<file path="config.mk">
export PLATFORM = sky130hd
export DESIGN_NAME = mapper_savestate_ctrl
export DESIGN_NICKNAME = d
export VERILOG_FILES = /design/src/rtl/mapper_savestate_ctrl.sv
export SDC_FILE = /design/constraint.sdc
export NUM_CORES = 1
export LEC_CHECK = 0
export CORE_MARGIN = 1.5
export CORE_UTILIZATION = 44
export DETAILED_ROUTE_END_ITERATION = 8
export GPL_TIMING_DRIVEN = 1
export PLACE_DENSITY = 0.86
export SLEW_MARGIN = 30
export SYNTH_ARGS = -nofsm -noshare
export SYNTH_HDL_FRONTEND = slang
export SYNTH_SLANG_ARGS = --single-unit
</file>
<file path="constraint.sdc">
create_clock -name clk -period 3 [get_ports clk]
set_input_delay 0.3 -clock clk [delete_from_list [all_inputs] [get_ports clk]]
set_output_delay 0.3 -clock clk [all_outputs]
set_load 0.01 [all_outputs]
</file>
<file path="src/rtl/mapper_savestate_ctrl.sv">
// mapper_savestate_ctrl: savestate bus initiator for the mapper register chain.
// Save walks indices 0..NUM_REGS-1, reads each register over the savestate bus
// and streams the words out. Load clears the chain, writes streamed words into
// the register shadows, then pulses ss_load so mappers commit them.
// The CPU is held paused for the whole operation.
// Optional feature macro: SS_CHECKSUM_EN appends (save) or verifies (load) a
// 64-bit running-XOR checksum word after the register words.
//
// state    | meaning
// IDLE     | waiting for save_start / load_start
// WAIT_ACK | pause requested, waiting for pause_ack
// CLEAR    | one-cycle ss_rst so every register takes its default
// S_ADDR   | present idx on ss_adr
// S_CAP    | capture ss_dout into sav_data
// S_PUSH   | offer sav_data until sav_ready
// L_PULL   | accept one load word into ss_din
// L_WRITE  | one-cycle ss_wren at idx
// CHK      | checksum word out/in (single pass-through cycle without the macro)
// L_LOAD   | ss_load held for LOAD_HOLD cycles
// DONE     | one-cycle done pulse
module mapper_savestate_ctrl #(
  parameter int NUM_REGS  = 64,
  parameter int LOAD_HOLD = 2
) (
  input  logic        clk,
  input  logic        reset_n,
  input  logic        save_start,
  input  logic        load_start,
  output logic        busy,
  output logic        done,
  output logic        error,
  output logic        pause_req,
  input  logic        pause_ack,
  output logic [63:0] sav_data,
  output logic        sav_valid,
  input  logic        sav_ready,
  input  logic [63:0] ld_data,
  input  logic        ld_valid,
  output logic        ld_ready,
  output logic [63:0] ss_din,
  output logic [9:0]  ss_adr,
  output logic        ss_wren,
  output logic        ss_rst,
  output logic        ss_load,
  input  logic [63:0] ss_dout
);

  localparam logic [9:0] IDX_LAST = 10'(NUM_REGS - 1);
  localparam int HOLD_W = (LOAD_HOLD > 1) ? $clog2(LOAD_HOLD) : 1;
  localparam logic [HOLD_W-1:0] HOLD_INIT = HOLD_W'(LOAD_HOLD - 1);

  typedef enum logic [3:0] {
    IDLE, WAIT_ACK, CLEAR, S_ADDR, S_CAP, S_PUSH,
    L_PULL, L_WRITE, L_LOAD, CHK, DONE
  } state_t;

  state_t            state, state_nxt;
  logic              mode_save;
  logic [9:0]        idx;
  logic [HOLD_W-1:0] hold_cnt;
  logic              idx_last;

`ifdef SS_CHECKSUM_EN
  logic [63:0] csum;
`endif

  assign idx_last = (idx == IDX_LAST);
  assign ss_adr   = idx;

  // State register; reset aborts any operation straight back to IDLE.
  always_ff @(posedge clk or negedge reset_n) begin
    if (!reset_n) state <= IDLE;
    else          state <= state_nxt;
  end

  // Next-state decode.
  always_comb begin
    state_nxt = state;
    case (state)
      IDLE:     if (save_start || load_start) state_nxt = WAIT_ACK;
      WAIT_ACK: if (pause_ack) state_nxt = mode_save ? S_ADDR : CLEAR;
      CLEAR:    state_nxt = L_PULL;
      S_ADDR:   state_nxt = S_CAP;
      S_CAP:    state_nxt = S_PUSH;
      S_PUSH:   if (sav_ready) state_nxt = idx_last ? CHK : S_ADDR;
      L_PULL:   if (ld_valid) state_nxt = L_WRITE;
      L_WRITE:  state_nxt = idx_last ? CHK : L_PULL;
`ifdef SS_CHECKSUM_EN
      CHK: begin
        if (mode_save) begin
          if (sav_ready) state_nxt = DONE;
        end else if (ld_valid) begin
          state_nxt = (ld_data == csum) ? L_LOAD : DONE;
        end
      end
`else
      CHK:      state_nxt = mode_save ? DONE : L_LOAD;
`endif
      L_LOAD:   if (hold_cnt == '0) state_nxt = DONE;
      DONE:     state_nxt = IDLE;
      default:  state_nxt = IDLE;
    endcase
  end

  // Moore outputs decoded from the current state.
  always_comb begin
    busy      = (state != IDLE);
    pause_req = (state != IDLE);
    done      = (state == DONE);
    sav_valid = (state == S_PUSH);
    ld_ready  = (state == L_PULL);
    ss_wren   = (state == L_WRITE);
    ss_rst    = (state == CLEAR);
    ss_load   = (state == L_LOAD);
`ifdef SS_CHECKSUM_EN
    if (state == CHK) begin
      sav_valid = mode_save;
      ld_ready  = !mode_save;
    end
`endif
  end

  // Datapath: index walk, word capture, hold timer and checksum.
  always_ff @(posedge clk or negedge reset_n) begin
    if (!reset_n) begin
      mode_save <= 1'b0;
      idx       <= '0;
      hold_cnt  <= '0;
      sav_data  <= '0;
      ss_din    <= '0;
`ifdef SS_CHECKSUM_EN
      csum      <= '0;
      error     <= 1'b0;
`endif
    end else begin
      case (state)
        IDLE: begin
          if (save_start || load_start) begin
            mode_save <= save_start;
            idx       <= '0;
`ifdef SS_CHECKSUM_EN
            csum      <= '0;
            error     <= 1'b0;
`endif
          end
        end
        S_CAP: begin
          sav_data <= ss_dout;
`ifdef SS_CHECKSUM_EN
          csum     <= csum ^ ss_dout;
`endif
        end
        S_PUSH: begin
          if (sav_ready) begin
            if (!idx_last) begin
              idx <= idx + 10'd1;
            end
`ifdef SS_CHECKSUM_EN
            else begin
              sav_data <= csum;
            end
`endif
          end
        end
        L_PULL: begin
          if (ld_valid) begin
            ss_din <= ld_data;
`ifdef SS_CHECKSUM_EN
            csum   <= csum ^ ld_data;
`endif
          end
        end
        L_WRITE: begin
          if (!idx_last) idx <= idx + 10'd1;
        end
        CHK: begin
          hold_cnt <= HOLD_INIT;
`ifdef SS_CHECKSUM_EN
          if (!mode_save && ld_valid && (ld_data != csum)) error <= 1'b1;
`endif
        end
        L_LOAD: begin
          if (hold_cnt != '0) hold_cnt <= hold_cnt - 1'b1;
        end
        default: ;
      endcase
    end
  end

`ifndef SS_CHECKSUM_EN
  assign error = 1'b0;
`endif

endmodule

</file>
==> results of run 1 <==
==> power groups by stage <==
stage          registers (mW)  clock network (mW)  logic, mW
3_3_place_gp             3.42                   0       4.37
4_1_cts                  3.48                2.41       4.53
3_5_place_dp             3.50                   0       4.49
2_1_floorplan            3.81                   0       1.75
6_report                 3.48                2.37       4.46
5_1_grt                  3.61                2.50       4.73
==> kinds of logic after synthesis <==
family,after synthesis,share of synthesized area
mux,133,0.254
xor+xnor,1,0.00149
flops,144,0.614
compound gates,26,0.0307
other cells,1,0.000639
simple gates,58,0.0606
buf+inv,24,0.0360
fa+ha+maj,1,0.00213
==> cell usage after synthesis (2+ instances only) <==
cell type	number	share of area
buf_6	14	0.027
nor3_1	4	0.0034
nand2_1	10	0.0064
mux2_1	28	0.054
mux2i_1	5	0.0085
a21oi_1	3	0.0026
nand3_1	8	0.0068
nand4_1	3	0.0032
mux2_2	100	0.19
buf_4	4	0.0051
nand2b_1	5	0.0053
inv_1	4	0.0026
and3_1	2	0.0021
nor2_2	2	0.0021
o32ai_1	2	0.0030
nor2_1	12	0.0077
dfrtp_1	144	0.61
o21ai_0	8	0.0068
o31ai_1	2	0.0026
==> worst register-to-register path, delay by kind of cell (launching register included) <==
family        cells  cell delay, ns
flops             1            0.64
buf+inv           2            0.45
mux               1            0.36
simple gates      3            0.60
==> state kept, by name, summed over array words and instances (netlist names) <==
signal	cells
mode_save	1
ss_din	64
sav_data	64
state	4
ss_adr	10
hold_cnt	1
==> per-layer routing <==
| layer | GRT usage | vias to the layer above | wire (um) | share of wire |
|---|---|---|---|---|
| met5 | 0 | - | 0 | 0 |
| met4 | 0.111 | 0 | 516 | 0.034 |
| met3 | 0.0719 | 41 | 1080 | 0.071 |
| met2 | 0.402 | 181 | 8020 | 0.53 |
| met1 | 0.244 | 2122 | 5600 | 0.37 |
| li1 | - | 1954 | - | - |
==> worst paths after layout <==
kind | cells past startpoint | endpoint | slack [ns]
max in group asynchronous | 3 | ss_din[51] | 1.59
setup reg to reg | 6 | ss_din[47] | 0.82
hold reg to reg | 1 | sav_data[30] | 0.48
setup / recovery | 4 | ld_ready | 0.55
hold / removal | 2 | sav_data[30] | 0.48
min in group asynchronous | 2 | ss_din[18] | 0.53
==> timing repair <==
item / CTS / global route
hold buffers: 1 / 0
resized for setup: 0 / 0
hold endpoints to repair: 23 / 0
==> final cells by class <==
cell class	count	area, um^2
fill	888	3680
clock buffer	24	502
tap	176	220
multi-input combinational	220	2050
sequential	144	3600
clock inverter	8	173
timing repair buffer	287	2880
inverter	5	18.8
==> layout by cell type, fill, tap and decap left out, types with 2 or more instances in the layout <==
cell,Yosys,final
o31ai_1,2,2
mux2i_1,5,5
clkbuf_16,0,17
o32ai_1,2,2
clkbuf_1,0,2
o21ai_0,8,8
mux2_2,100,100
buf_12,0,2
nand4_1,3,3
bufinv_16,0,5
nand2b_1,5,5
nand3_1,8,8
dfrtp_1,144,144
nor2_2,2,2
clkdlybuf4s50_1,0,279
and3_1,2,2
nor2_1,12,12
nand2_1,10,10
nor3_1,4,4
buf_4,4,4
a21oi_1,3,3
mux2_1,28,28
inv_1,4,4
clkbuf_8,0,5
==> through the flow <==
stage,cell area [um^2],hold slack (ns),power [mW]
2_1_floorplan,5870,0.00441,5.56
3_3_place_gp,8770,0.431,7.79
3_5_place_dp,8770,0.443,7.99
4_1_cts,9450,0.461,10.4
5_1_grt,9450,0.465,10.8
6_report,9450,0.478,10.3
==> metrics, run 1 <==
initial antenna violation count=0; H-Tree Depth=4; register share of total power=0.337; first-pass GRT wire length=24.5 mm; number of synthesized flops with an enable pin=0; final net count=811; CP Cell Sequence=inv_1 > nand2_1 > nor2_2 > clkdlybuf4s50_1; share of layout cells above drive strength 1=0.219; Crit. End Element=output port; Setup Crit Path Kind=reg -> out; Final period util=0.816; n_diodes=0; Synth Area per Inst=15.1 um^2; Setup crit start=state[0]; Finished Layout Cells=864; Switching Share=0.297; Clock Pin Slew Worst Setup and Hold Paths=0.06 ns; WP buf/inv=2; CTS Root Cell=clkbuf_16; Setup Skew=0.00743 ns; largest net degree at the start of global routing=96; startpoint types=flop; Worst path slowest cell=clkdlybuf4s50_1; Comb pwr share=0.433; P_int=7.24 mW; Max stage delay on crit path=0.60 ns; Chip Height=118 um; Starting Density=0.447; GPL Wtd Cong=between 0.8 and 0.9; setup TNS=0 ns; iteration-0 DRC count of the detailed router=between 150 and 200; arrival time at the worst endpoint=2.15 ns; Max Slew Vio Count=0; synthesized cell area=around 5900 um^2; min-delay worst type=in -> reg; pre-CTS WS=about 0.82 ns; Fin. Hold Viols=0; number of distinct library cells after synthesis=47; post-detailed-route count of antenna-violating nets=0; ys async rst share=1.00; Net Count, Synth=524; reg2reg start=state[0]; Wirelength per Cell=17.6 um; Via Count=4,298; Worst Tran Pin Value=0.843 ns; top cell family by delay on the critical path=buffers and inverters; vias in the first global route=4,627; sw power=3.06 mW; GRT Util Overall=0.227; vias per cell=4.97; PortBufs=280; CTS tree=done; # IOs=between 200 and 300; hpwl dp=11.2 mm; ys flop type=dfrtp_1; max_cap viols=0; Rows=42; Placed Cells=831; GRT overflow=0; post-CTS setup buffers=0; Leak=3.96 nW; maximum clock insertion buffer count=2; worst vdd ir=614 uV; Worst-Skew Late Latency=0.42 ns; Mapped Cells=388; register area share after synthesis=0.614; outcome=completed; die area=14,000 um^2; Num CTS Buffers=17; RSZ-0062 raised after global routing=false; Final Setup Violations=0; Critical Path Fanout Max=12; YS warnings=0; core box area=approximately 13,000 um^2; DRC=0; min-delay src=ss_dout[30]; die width=118 um; #FFs+latches synth=144; Slew HR=0.438; routed wire length=15.2 mm; Clk pwr share=0.230; area added between synthesis and finish=61.1%; fin util=0.720; final worst slack=between 0.5 and 0.6 ns; total clock sinks=144; PwrDens=1090 nW/um^2; fmax=between 400 and 500 MHz; min Tclk post-route=between 2 and 2.5 ns; Crit path required time=2.70 ns; 1st-pass router iterations=4
Power figures use the tool's default switching activity.
==> run 2: changes to the inputs <==
--- a/config.mk
+++ b/config.mk
@@ -6,10 +6,10 @@
 export NUM_CORES = 1
 export LEC_CHECK = 0
 export CORE_MARGIN = 1.5
-export CORE_UTILIZATION = 44
+export CORE_UTILIZATION = 41
 export DETAILED_ROUTE_END_ITERATION = 8
 export GPL_TIMING_DRIVEN = 1
-export PLACE_DENSITY = 0.86
+export PLACE_DENSITY = 0.81
 export SLEW_MARGIN = 30
 export SYNTH_ARGS = -nofsm -noshare
 export SYNTH_HDL_FRONTEND = slang
==> constraint.sdc (replaced) <==
create_clock -name clk -period 2.5 [get_ports clk]
set_input_delay 0.25 -clock clk [delete_from_list [all_inputs] [get_ports clk]]
set_output_delay 0.25 -clock clk [all_outputs]
set_load 0.01 [all_outputs]
==> run 2 against run 1 <==
  * Total power up 18%
  * Combinational power is 22% higher
  * Sequential power is 19% higher
  * Register-to-register slack got worse by 0.32 ns
  * Setup slack worse by 0.38 ns
  * Global-route usage is 2.6 points lower
  * Count of clock-buffer cells in the layout down 4
  * Sequential share of layout area hardly changed
==> metrics, run 2 (synthesis gave the netlist of run 1 again) <==
outcome=completed; 1st-pass router iterations=4; Clock Pin Slew Worst Setup and Hold Paths=about 0.06 ns; final worst slack=0.168 ns; CTS Root Cell=clkbuf_16; initial antenna violation count=0; most common cell after layout, fill and taps aside=clkdlybuf4s50_1; Placed Cells=between 800 and 900; Switching Share=0.305; Comb pwr share=0.446; PortBufs=280; Max Slew Vio Count=0; Crit. End Element=output port; Worst Tran Pin Value=0.634 ns; startpoint types=flop; maximum clock insertion buffer count=2; Clk pwr share=0.215; Chip Height=123 um; routed wire length=14.9 mm; largest net degree at the start of global routing=69; setup TNS=0 ns; PnR Total Power=12.2 mW; total clock sinks=144; fill count=967; n_diodes=0; top cell family by delay on the critical path=buffers and inverters; Crit path required time=2.25 ns; Multi-input gate area=a little over 2000 um^2; sw power=3.72 mW; Worst-Skew Late Latency=0.41 ns; GRT overflow=0; share of layout cells above drive strength 1=0.227; pre-CTS WS=between 0.4 and 0.5 ns; PwrDens=between 1000 and 1500 nW/um^2; CTS tree=done; Setup Skew=~0.0079 ns; # IOs=282; Critical Path Fanout Max=11; Wirelength per Cell=17.1 um; H-Tree Depth=4; Slew HR=0.577; met2 Usage GRT=0.363; RSZ-0062 raised after global routing=false; Via Count=4,265; worst vdd ir=699 uV; Fin. Hold Viols=0; core box area=roughly 14,000 um^2; layer with the highest usage=met2; Sequential cell area=3600 um^2; most frequent cells in the layout=clkdlybuf4s50_1, dfrtp_1, mux2_2; Starting Density=0.421; area added between synthesis and finish=61.2%; Final period util=0.933; P_int=8.47 mW; min Tclk post-route=2.33 ns; Final Setup Violations=0; post-detailed-route count of antenna-violating nets=0; hpwl dp=~11 mm; Rows=43; register share of total power=0.339; Leak=3.96 nW; Finished Layout Cells=approximately 870; Setup Crit Path Kind=reg -> out; met1 usage=0.213; final net count=814; DRC=0; CP Cell Sequence=nand2b_2 > nor2_2 > clkdlybuf4s50_1; first-pass GRT wire length=22.8 mm; vias per cell=4.90; fmax=429 MHz; Worst path slowest cell=clkdlybuf4s50_1; arrival time at the worst endpoint=2.08 ns; routing usage on met3=0.0706; die area=15,000 um^2; GPL Wtd Cong=0.925; Max stage delay on crit path=0.62 ns; max_cap viols=0; vias in the first global route=4,470; iteration-0 DRC count of the detailed router=165; Num CTS Buffers=17; min-delay worst type=in -> async; GRT Util Overall=0.201; WP buf/inv=1; die width=123 um
==> run 2: cell count changes in the layout (fill, tap and decap cells not counted), sizes merged <==
cell and change:
clkinv +4, bufinv -2, clkbuf -4, buf +3, inv +1, clkinvlp +1
==> run 2: area by class of cell <==
type                       count  area share
sequential                   144       0.381
timing repair buffer         290       0.310
multi-input combinational    220       0.217
clock buffer                  20      0.0494
tap                          180      0.0238
clock inverter                12      0.0165
inverter                       5     0.00198
==> run 2: worst paths after layout <==
path | slack [ns] | to | start | cells after the start
worst max-delay path | 0.17 | ld_ready | state[3] | 3
worst min-delay path | 0.42 | sav_data[33] | reset_n | 2
worst max register to register | 0.50 | ss_din[11] | state[3] | 5
worst min register to register | 0.48 | sav_data[32] | sav_data[32] | 1
max in group asynchronous | 1.42 | sav_data[47] | reset_n | 3
min in group clk | 0.44 | ss_din[40] | ld_data[40] | 2
==> run 2: what timing repair did <==
item,4_1_cts,5_1_grt
setup buffers,0,0
hold buffers,1,0
endpoints found under the hold margin,66,0
resized for setup,0,1
endpoints found under the setup margin,0,1
==> run 2: through the flow <==
stage,instance area [um^2],util,hold slack [ns]
final,9460,0.679,0.416
after global routing,9460,0.679,0.426
after CTS,9450,0.678,0.415
after detailed placement,8820,0.633,0.302
after global placement,8820,0.633,0.286
after floorplan,5870,-,-0.0456
==> run 2: routing by layer <==
metal / vias up / routed length [um]
met2: 187 / 8000
li1: 1961 / -
met4: 0 / 263
met5: - / 0
met1: 2099 / 5290
met3: 18 / 1370
==> run 2: power groups by stage <==
stage	clock network, mW	logic (mW)	registers, mW
5_1_grt	2.80	5.82	4.28
4_1_cts	2.68	5.51	4.15
2_1_floorplan	0	2.10	4.57
3_5_place_dp	0	5.48	4.17
6_report	2.62	5.43	4.14
3_3_place_gp	0	5.33	4.08
==> run 3: changes to the inputs <==
--- a/config.mk
+++ b/config.mk
@@ -10,6 +10,7 @@
 export DETAILED_ROUTE_END_ITERATION = 8
 export GPL_TIMING_DRIVEN = 1
 export PLACE_DENSITY = 0.81
+export SKIP_LAST_GASP = 1
 export SLEW_MARGIN = 30
 export SYNTH_ARGS = -nofsm -noshare
 export SYNTH_HDL_FRONTEND = slang
==> results of run 3 <==
The final DEF is identical to that of run 2; final timing and power are the same.
